$ cat config.mk
export PLATFORM = sky130hd
export DESIGN_NAME = shiftreg_driver
export DESIGN_NICKNAME = d
export VERILOG_FILES = /design/src/rtl/shiftreg_driver.sv
export SDC_FILE = /design/constraint.sdc
export NUM_CORES = 1
export LEC_CHECK = 0
export BUFFER_PORTS_ARGS = -buffer_cell sky130_fd_sc_hd__buf_2
export CAP_MARGIN = 20
export CORE_AREA = 2 2 164 166
export CTS_CLUSTER_DIAMETER = 30
export CTS_CLUSTER_SIZE = 40
export DETAILED_ROUTE_END_ITERATION = 12
export DIE_AREA = 0 0 166 168
export GPL_TIMING_DRIVEN = 1
export PLACE_DENSITY = 0.58
export SYNTH_ARGS = -nofsm -noshare
export SYNTH_HDL_FRONTEND = slang
export SYNTH_SLANG_ARGS = --single-unit
$ cat constraint.sdc
create_clock -name clk -period 8.7 [get_ports clk]
set_input_delay 1.305 -clock clk [delete_from_list [all_inputs] [get_ports clk]]
set_output_delay 1.305 -clock clk [all_outputs]
set_load 0.03 [all_outputs]
$ cat src/rtl/shiftreg_driver.sv
// shiftreg_driver
//   Serialises a WIDTH-bit parallel word into an external shift-register
//   chain (MSB first), then pulses the chain's latch strobe.
//   Each bit occupies 2*DIV clk cycles: sr_clk is low for the first DIV
//   cycles and high for the next DIV cycles.
//
// Parameters
//   WIDTH   chain length in bits
//   DIV     clk cycles per half-period of sr_clk (1..255)
//
// Ports
//   clk, rst        system clock, asynchronous active-high reset
//   start, din      one-cycle request and the word to send (captured on accept)
//   sr_din, sr_clk  serial data / shift clock to the chain
//   load_sr         latch strobe to the chain (2*DIV cycles after the last bit)
//   busy            high for the whole transfer, (WIDTH+1)*2*DIV cycles
//   done            one-cycle pulse in the first idle cycle after the load
//
// Optional build macro SHIFTREG_READBACK_EN adds:
//   dout_sr         chain output, sampled on the clk edge where sr_clk rises
//   rb_data         word shifted back from the chain, updated at transfer end
//   rb_valid        pulses together with done
module shiftreg_driver #(
  parameter int WIDTH = 170,
  parameter int DIV   = 4
) (
  input  logic             clk,
  input  logic             rst,
  input  logic             start,
  input  logic [WIDTH-1:0] din,
  output logic             sr_din,
  output logic             sr_clk,
  output logic             load_sr,
  output logic             busy,
`ifdef SHIFTREG_READBACK_EN
  input  logic             dout_sr,
  output logic [WIDTH-1:0] rb_data,
  output logic             rb_valid,
`endif
  output logic             done
);

  localparam int CW = $clog2(WIDTH + 1);
  localparam logic [7:0]    DIV_LAST = 8'(DIV - 1);
  localparam logic [CW-1:0] BIT_LAST = CW'(WIDTH - 1);

  typedef enum logic [1:0] {IDLE, SHIFT, LOAD} state_t;

  state_t           state, state_n;
  logic [WIDTH-1:0] shadow, shadow_n;
  logic [CW-1:0]    bit_cnt, bit_cnt_n;
  logic [7:0]       div_cnt, div_cnt_n;
  logic             sr_din_n, sr_clk_n, load_sr_n, busy_n, done_n;
  logic [WIDTH-1:0] shadow_sh;

`ifdef SHIFTREG_READBACK_EN
  logic [WIDTH-1:0] rb_shift, rb_shift_n, rb_data_n;
  logic             rb_valid_n;
`endif

  // Next bit to present is always the MSB of the shadow shifted once more.
  assign shadow_sh = shadow << 1;

  always_ff @(posedge clk or posedge rst) begin
    if (rst) begin
      state   <= IDLE;
      shadow  <= '0;
      bit_cnt <= '0;
      div_cnt <= '0;
      sr_din  <= 1'b0;
      sr_clk  <= 1'b0;
      load_sr <= 1'b0;
      busy    <= 1'b0;
      done    <= 1'b0;
`ifdef SHIFTREG_READBACK_EN
      rb_shift <= '0;
      rb_data  <= '0;
      rb_valid <= 1'b0;
`endif
    end else begin
      state   <= state_n;
      shadow  <= shadow_n;
      bit_cnt <= bit_cnt_n;
      div_cnt <= div_cnt_n;
      sr_din  <= sr_din_n;
      sr_clk  <= sr_clk_n;
      load_sr <= load_sr_n;
      busy    <= busy_n;
      done    <= done_n;
`ifdef SHIFTREG_READBACK_EN
      rb_shift <= rb_shift_n;
      rb_data  <= rb_data_n;
      rb_valid <= rb_valid_n;
`endif
    end
  end

  always_comb begin
    state_n   = state;
    shadow_n  = shadow;
    bit_cnt_n = bit_cnt;
    div_cnt_n = div_cnt;
    sr_din_n  = sr_din;
    sr_clk_n  = sr_clk;
    load_sr_n = load_sr;
    busy_n    = busy;
    done_n    = 1'b0;
`ifdef SHIFTREG_READBACK_EN
    rb_shift_n = rb_shift;
    rb_data_n  = rb_data;
    rb_valid_n = 1'b0;
`endif
    unique case (state)
      IDLE: begin
        sr_din_n  = 1'b0;
        sr_clk_n  = 1'b0;
        load_sr_n = 1'b0;
        busy_n    = 1'b0;
        if (start) begin
          state_n   = SHIFT;
          shadow_n  = din;
          sr_din_n  = din[WIDTH-1];
          busy_n    = 1'b1;
          bit_cnt_n = '0;
          div_cnt_n = '0;
`ifdef SHIFTREG_READBACK_EN
          rb_shift_n = '0;
`endif
        end
      end
      SHIFT: begin
        if (div_cnt == DIV_LAST) begin
          div_cnt_n = '0;
          if (!sr_clk) begin
            sr_clk_n = 1'b1;
`ifdef SHIFTREG_READBACK_EN
            rb_shift_n = {rb_shift[WIDTH-2:0], dout_sr};
`endif
          end else begin
            sr_clk_n = 1'b0;
            if (bit_cnt == BIT_LAST) begin
              state_n   = LOAD;
              sr_din_n  = 1'b0;
              load_sr_n = 1'b1;
              bit_cnt_n = '0;
            end else begin
              bit_cnt_n = bit_cnt + CW'(1);
              shadow_n  = shadow_sh;
              sr_din_n  = shadow_sh[WIDTH-1];
            end
          end
        end else begin
          div_cnt_n = div_cnt + 8'd1;
        end
      end
      LOAD: begin
        // bit_cnt LSB marks the second half of the load window.
        if (div_cnt == DIV_LAST) begin
          div_cnt_n = '0;
          if (bit_cnt[0]) begin
            state_n   = IDLE;
            load_sr_n = 1'b0;
            busy_n    = 1'b0;
            done_n    = 1'b1;
            bit_cnt_n = '0;
            shadow_n  = '0;
`ifdef SHIFTREG_READBACK_EN
            rb_data_n  = rb_shift;
            rb_valid_n = 1'b1;
`endif
          end else begin
            bit_cnt_n = CW'(1);
          end
        end else begin
          div_cnt_n = div_cnt + 8'd1;
        end
      end
      default: state_n = IDLE;
    endcase
  end

endmodule

Word-level counts from Yosys, hierarchy flattened. Index checks and enable logic that the tools add are counted.

Mux-type cells: 42. $add $sub $neg: 2. Reduce and logical (&&, ||, !) cells: 14. Equal/unequal tests: 11.

Operators with widths (number): 169-bit 2-to-1 mux (6); 169-bit case mux with 3 select lines (1); 8-bit 2-to-1 mux (6); 8-bit case mux with 3 select lines (1); 8-bit by 1-bit adder with 8-bit output, second input constant (2); 1-bit 2-to-1 mux (16); 8-bit case mux with 2 select lines (1); 2-bit != test, second input constant (7); 2-bit 2-to-1 mux (6); 6-bit AND reduction (2); 8-bit by 2-bit equality test with 1-bit output, second input constant (1); 8-bit equality test, second input constant (1); 7-bit AND reduction (1); 1-bit case mux with 2 select lines (3); 2-bit case mux with 3 select lines (1); 3-bit AND reduction (2); 2-bit nonzero test (3); 5-bit AND reduction (1); 2-bit AND reduction (2); 1-bit case mux with 3 select lines (1); 3-bit nonzero test (1); 2-bit by 1-bit equality test with 1-bit output, second input constant (1); 2-bit equality test, second input constant (1); 2-bit zero test (1); 2-bit OR reduction (1).

Input bits: 173. Word-level logic and storage cells: 78. Bits in registers: 192. Output and inout bits: 5.

Longest topological paths before layout.
Depth in word-level cells: 5. Depth in mapped cells: 10. Mapped depth without buffers: 6.

Worst setup path before layout. OpenSTA, ideal clock, no wires.

Kind: input -> register. Start point: input port start. End point: register shadow[0]. Path buffers: 4. Required time: 8.575 ns. Data arrival time: 2.988 ns. Path slack: 5.587 ns. Library setup time: 0.125 ns. Stages: 8. Path through: buf_2 nor2b_1 or2_2 clkbuf_1 nor4_4 buf_2 buf_4 mux2_2.

Cells in the longest elaborated chain, start to end: 2.

RTL lines: start: declaration (line 29) `input logic start,`; 2-bit != test (no line); 7-bit AND reduction (no line); end signal: assignment (line 82) `shadow <= shadow_n;`; end: declaration (line 50) `logic [WIDTH-1:0] shadow, shadow_n;`.

Every way passes these cells. A chain may end at the register's enable or synchronous reset.

Worst setup path after layout.
Start point: register state[1]. End point: register shadow[139].

Cells in the longest elaborated chain, start to end: 3. Elaborated cells on any way between the ends: 12. Those cells by class: 8 x eq/ne; 1 x mux; 3 x reduce/logical.

RTL lines: start: declaration (line 49) `state_t state, state_n;`; start signal: assignment (line 81) `state <= state_n;`; 2-bit by 1-bit equality test with 1-bit output (tied with other cells) (line 113) `unique case (state)`; 2-bit != test (no line) / 3-bit nonzero test (equally long branches); 7-bit AND reduction (no line).

Several ways; a longest one is shown, not always the timed one.

==> reports/metrics.csv <==
stage,metric,value,unit
global_routing,vias in the first global route,7675,
global_routing,"Remaining Overflow, GRT",0,
worst_setup_path,"Slowest-stage cell, CP",buf_4,
die,Placement Rows,60,
worst_setup_path,CP endpoint,shadow[139],
power_and_ir_drop,PD cells,381,nW/um2
detailed_routing,1st-pass router iterations,5,
detailed_routing,DRC errors left,0,
worst_setup_path,Worst Path Arrival,3.56,ns
timing,max_slew headroom,15.5,%
global_routing,initial antenna violation count,0,
worst_setup_path,critical path required time,9.06,ns
finish,share of post-route cells with drive strength above 1,32.2,%
finish,fin area,11900,um2
synth,mapped cell area,10300,um2
min_path,Hold Crit Class,reg2reg,
detailed_routing,via count,7776,
worst_setup_path,critical-path cell list,"inv_1, ha_4, buf_4, and2_1, nand2_1, o21ai_0, mux2_2",
worst_setup_path,crit path kind,reg2reg,
worst_setup_path,CP bufs+invs,2,
place,post-placement cell area,11400,um2
worst_setup_path,CP Capture Type,flop,
synth,Yosys top cell by area,dfrtp_1,
detailed_routing,1st-iter DRT viols,516,
synth,async set or reset register ratio after synthesis,100,%
synth,top-area cell type share of the netlist area,46.6,%
worst_setup_path,"Largest stage delay, worst path",0.84,ns
job,number of maximum-capacitance violations,0,
global_routing,GR Layer Usage met1,22.9,%
global_routing,GRT Total Usage,16.2,%
detailed_routing,via-per-instance ratio,4.99,
worst_setup_path,reg2reg setup slack,5.50,ns
clocking,TritonCTS Buffers,17,
finish,Syn-to-layout area delta,15.5,%
place,IO Port Bufs,177,
synth,Yosys Warn Count,0,
timing,Worst Tran Pin Value,1.27,ns
clocking,CTS Buffer Depth,2,
clocking,Post-CTS Setup Bufs,0,
min_path,hold path depth,1,
die,Ports,178,
global_routing,largest net degree at the start of global routing,302,
timing,setup slack after layout,5.50,ns
global_routing,Global Route met2 Usage,25.7,%
detailed_routing,drt total wl,22000,um
clocking,cts repair resizes,0,
place,hpwl dp,13700,um
worst_setup_path,"CP delay by family, top",buffers and inverters,
timing,final period utilization,36.8,%
worst_setup_path,RR Endpoint,shadow[139],
worst_setup_path,cell depth of the worst setup path,7,
detailed_routing,mean routed wirelength per cell,14.2,um
synth,net count after synthesis,1264,
synth,dominant synthesized flop cell,dfrtp_1,
place,dpl ws,5.19,ns
worst_setup_path,reg2reg start,state[1],
synth,Post-synth EDFFs,0,
synth,"top cells by area, synth","dfrtp_1 47%, mux2_2 19%, o21ai_0 8.5%",
power_and_ir_drop,leakage power,0.00576,uW
finish,Nets,1384,
clocking,Skew-Pair Late Insertion Delay,0.42,ns
power_and_ir_drop,Worst VDD drop,0.671,mV
global_routing,first-pass GRT wire length,37900,um
worst_setup_path,Crit Path Max Fanout,87,
clocking,Hold Buf Count CTS,0,
clocking,Clock Sinks,192,
finish,"most common cell after layout, fill and taps aside",dfrtp_1,
clocking,H-tree depth,4,
synth,post-synth cell types,49,
die,starting density of the core,39.1,%
worst_setup_path,crit start category,flop,
die,core area,26400,um2
timing,# setup viols final,0,
detailed_routing,antenna-violating nets left,0,
timing,RSZ-0062 raised after global routing,false,
finish,# diodes,0,
global_routing,M3 GR Usage,2.84,%
die,die area,27900,um2
die,Die Ht,168,um
worst_setup_path,Worst Reg-to-Reg Cells,7,
synth,register bit total from synthesis,192,
timing,final hold violations,0,
finish,FILL cells,2566,
die,chip width,166,um
timing,Pins Over Slew Limit,0,
timing,Fin Hold WS,0.507,ns
timing,min Tclk post-route,3.20,ns
clocking,CTS tree,done,
global_routing,grt peak-use layer,met2,
clocking,CTS Root Cell,clkbuf_16,
timing,final setup TNS,0,ns
timing,Post-Route Skew,0.0107,ns
synth,Cells after Synth,1083,
synth,Mean Syn Cell Area,9.52,um2
place,RD Place Congestion,0.750,
synth,sequential share of the synthesized area,46.6,%
clocking,"Reg clk slew, reported paths",0.07,ns
outcome,status,"complete, no violations",
timing,fmax,0.313,GHz
worst_setup_path,Critical Path Source,state[1],
finish,most frequent cells in the layout,"192 x dfrtp_1, 182 x inv_1, 177 x buf_2, 175 x o21ai_0, 172 x mux2_2",
[how the worst min path moves through the flow]
stage                     start     endpoint  slack [ns]
floorplan             shadow[0]    shadow[0]        0.48
CTS                  shadow[99]   shadow[99]        0.51
finish               shadow[82]   shadow[82]        0.51
global placement    shadow[163]  shadow[163]        0.49
detailed placement    shadow[6]    shadow[6]        0.49
global route        shadow[167]  shadow[167]        0.52
[flip-flops by register name (all words and copies together) (netlist names)]
register and cells:
div_cnt 8, shadow 169, busy 1, state 2, load_sr 1, sr_din 1
sr_clk 1, bit_cnt 8, done 1
[metal layers]
layer	wire, um	vias to the layer above	part of all wire (%)
met2	10300	120	47
met1	10700	3731	49
li1	-	3909	-
met4	249	0	1.1
met3	734	16	3.3
met5	0	-	0
[logic make-up (layout without fill, tap and decap cells)]
group,after synthesis,count (layout),synth area share [%]
DFF,192,192,46.6
and+or+nand+nor,226,226,11.6
muxes,175,175,19.1
adders and majority gates,8,8,0.971
AOI/OAI and AO/OA,217,217,11.5
buffers and inverters,263,396,10.1
xor gates and xnor gates,2,2,0.170
[per-stage QoR]
step	std cells	utilization, %	power (uW)
6_report	1557	45.2	4540
5_1_grt	1557	45.2	4920
4_1_cts	1557	45.2	4590
2_1_floorplan	1083	-	3430
3_5_place_dp	1525	43.1	3830
3_3_place_gp	1525	43.1	3760
[power by group]
group / internal [uW] / leakage (uW) / total (uW) / switching, uW
clock: 384 / 0.000257 / 754 / 370
sequential: 1300 / 0.00244 / 1500 / 197
combinational: 1070 / 0.00306 / 2290 / 1220
[cell usage after synthesis, drive strengths merged, types with 3 or more instances]
| cell type | number |
|---|---|
| dfrtp | 192 |
| inv | 183 |
| o21ai | 175 |
| mux2 | 172 |
| nand3 | 166 |
| clkbuf | 55 |
| buf | 25 |
| nand2 | 20 |
| a21oi | 9 |
| ha | 8 |
| o22ai | 7 |
| a211oi | 5 |
| and3 | 5 |
| nand2b | 5 |
| nor3 | 5 |
| and2 | 4 |
| nor2b | 4 |
| a2111oi | 3 |
| mux2i | 3 |
| nor2 | 3 |
| nor4b | 3 |
| o41ai | 3 |
[cell type report]
class                           count  area, um2  share of cell area (%)
Inverter                          183        694                    5.83
Tap cell                          341        427                    3.58
Clock buffer                       21        450                    3.78
Sequential cell                   192       4800                    40.3
Timing Repair Buffer              181        941                    7.90
Multi-Input combinational cell    628       4490                    37.7
Clock inverter                     11       98.8                   0.830
Note: power is estimated with default switching activity, not from simulation.
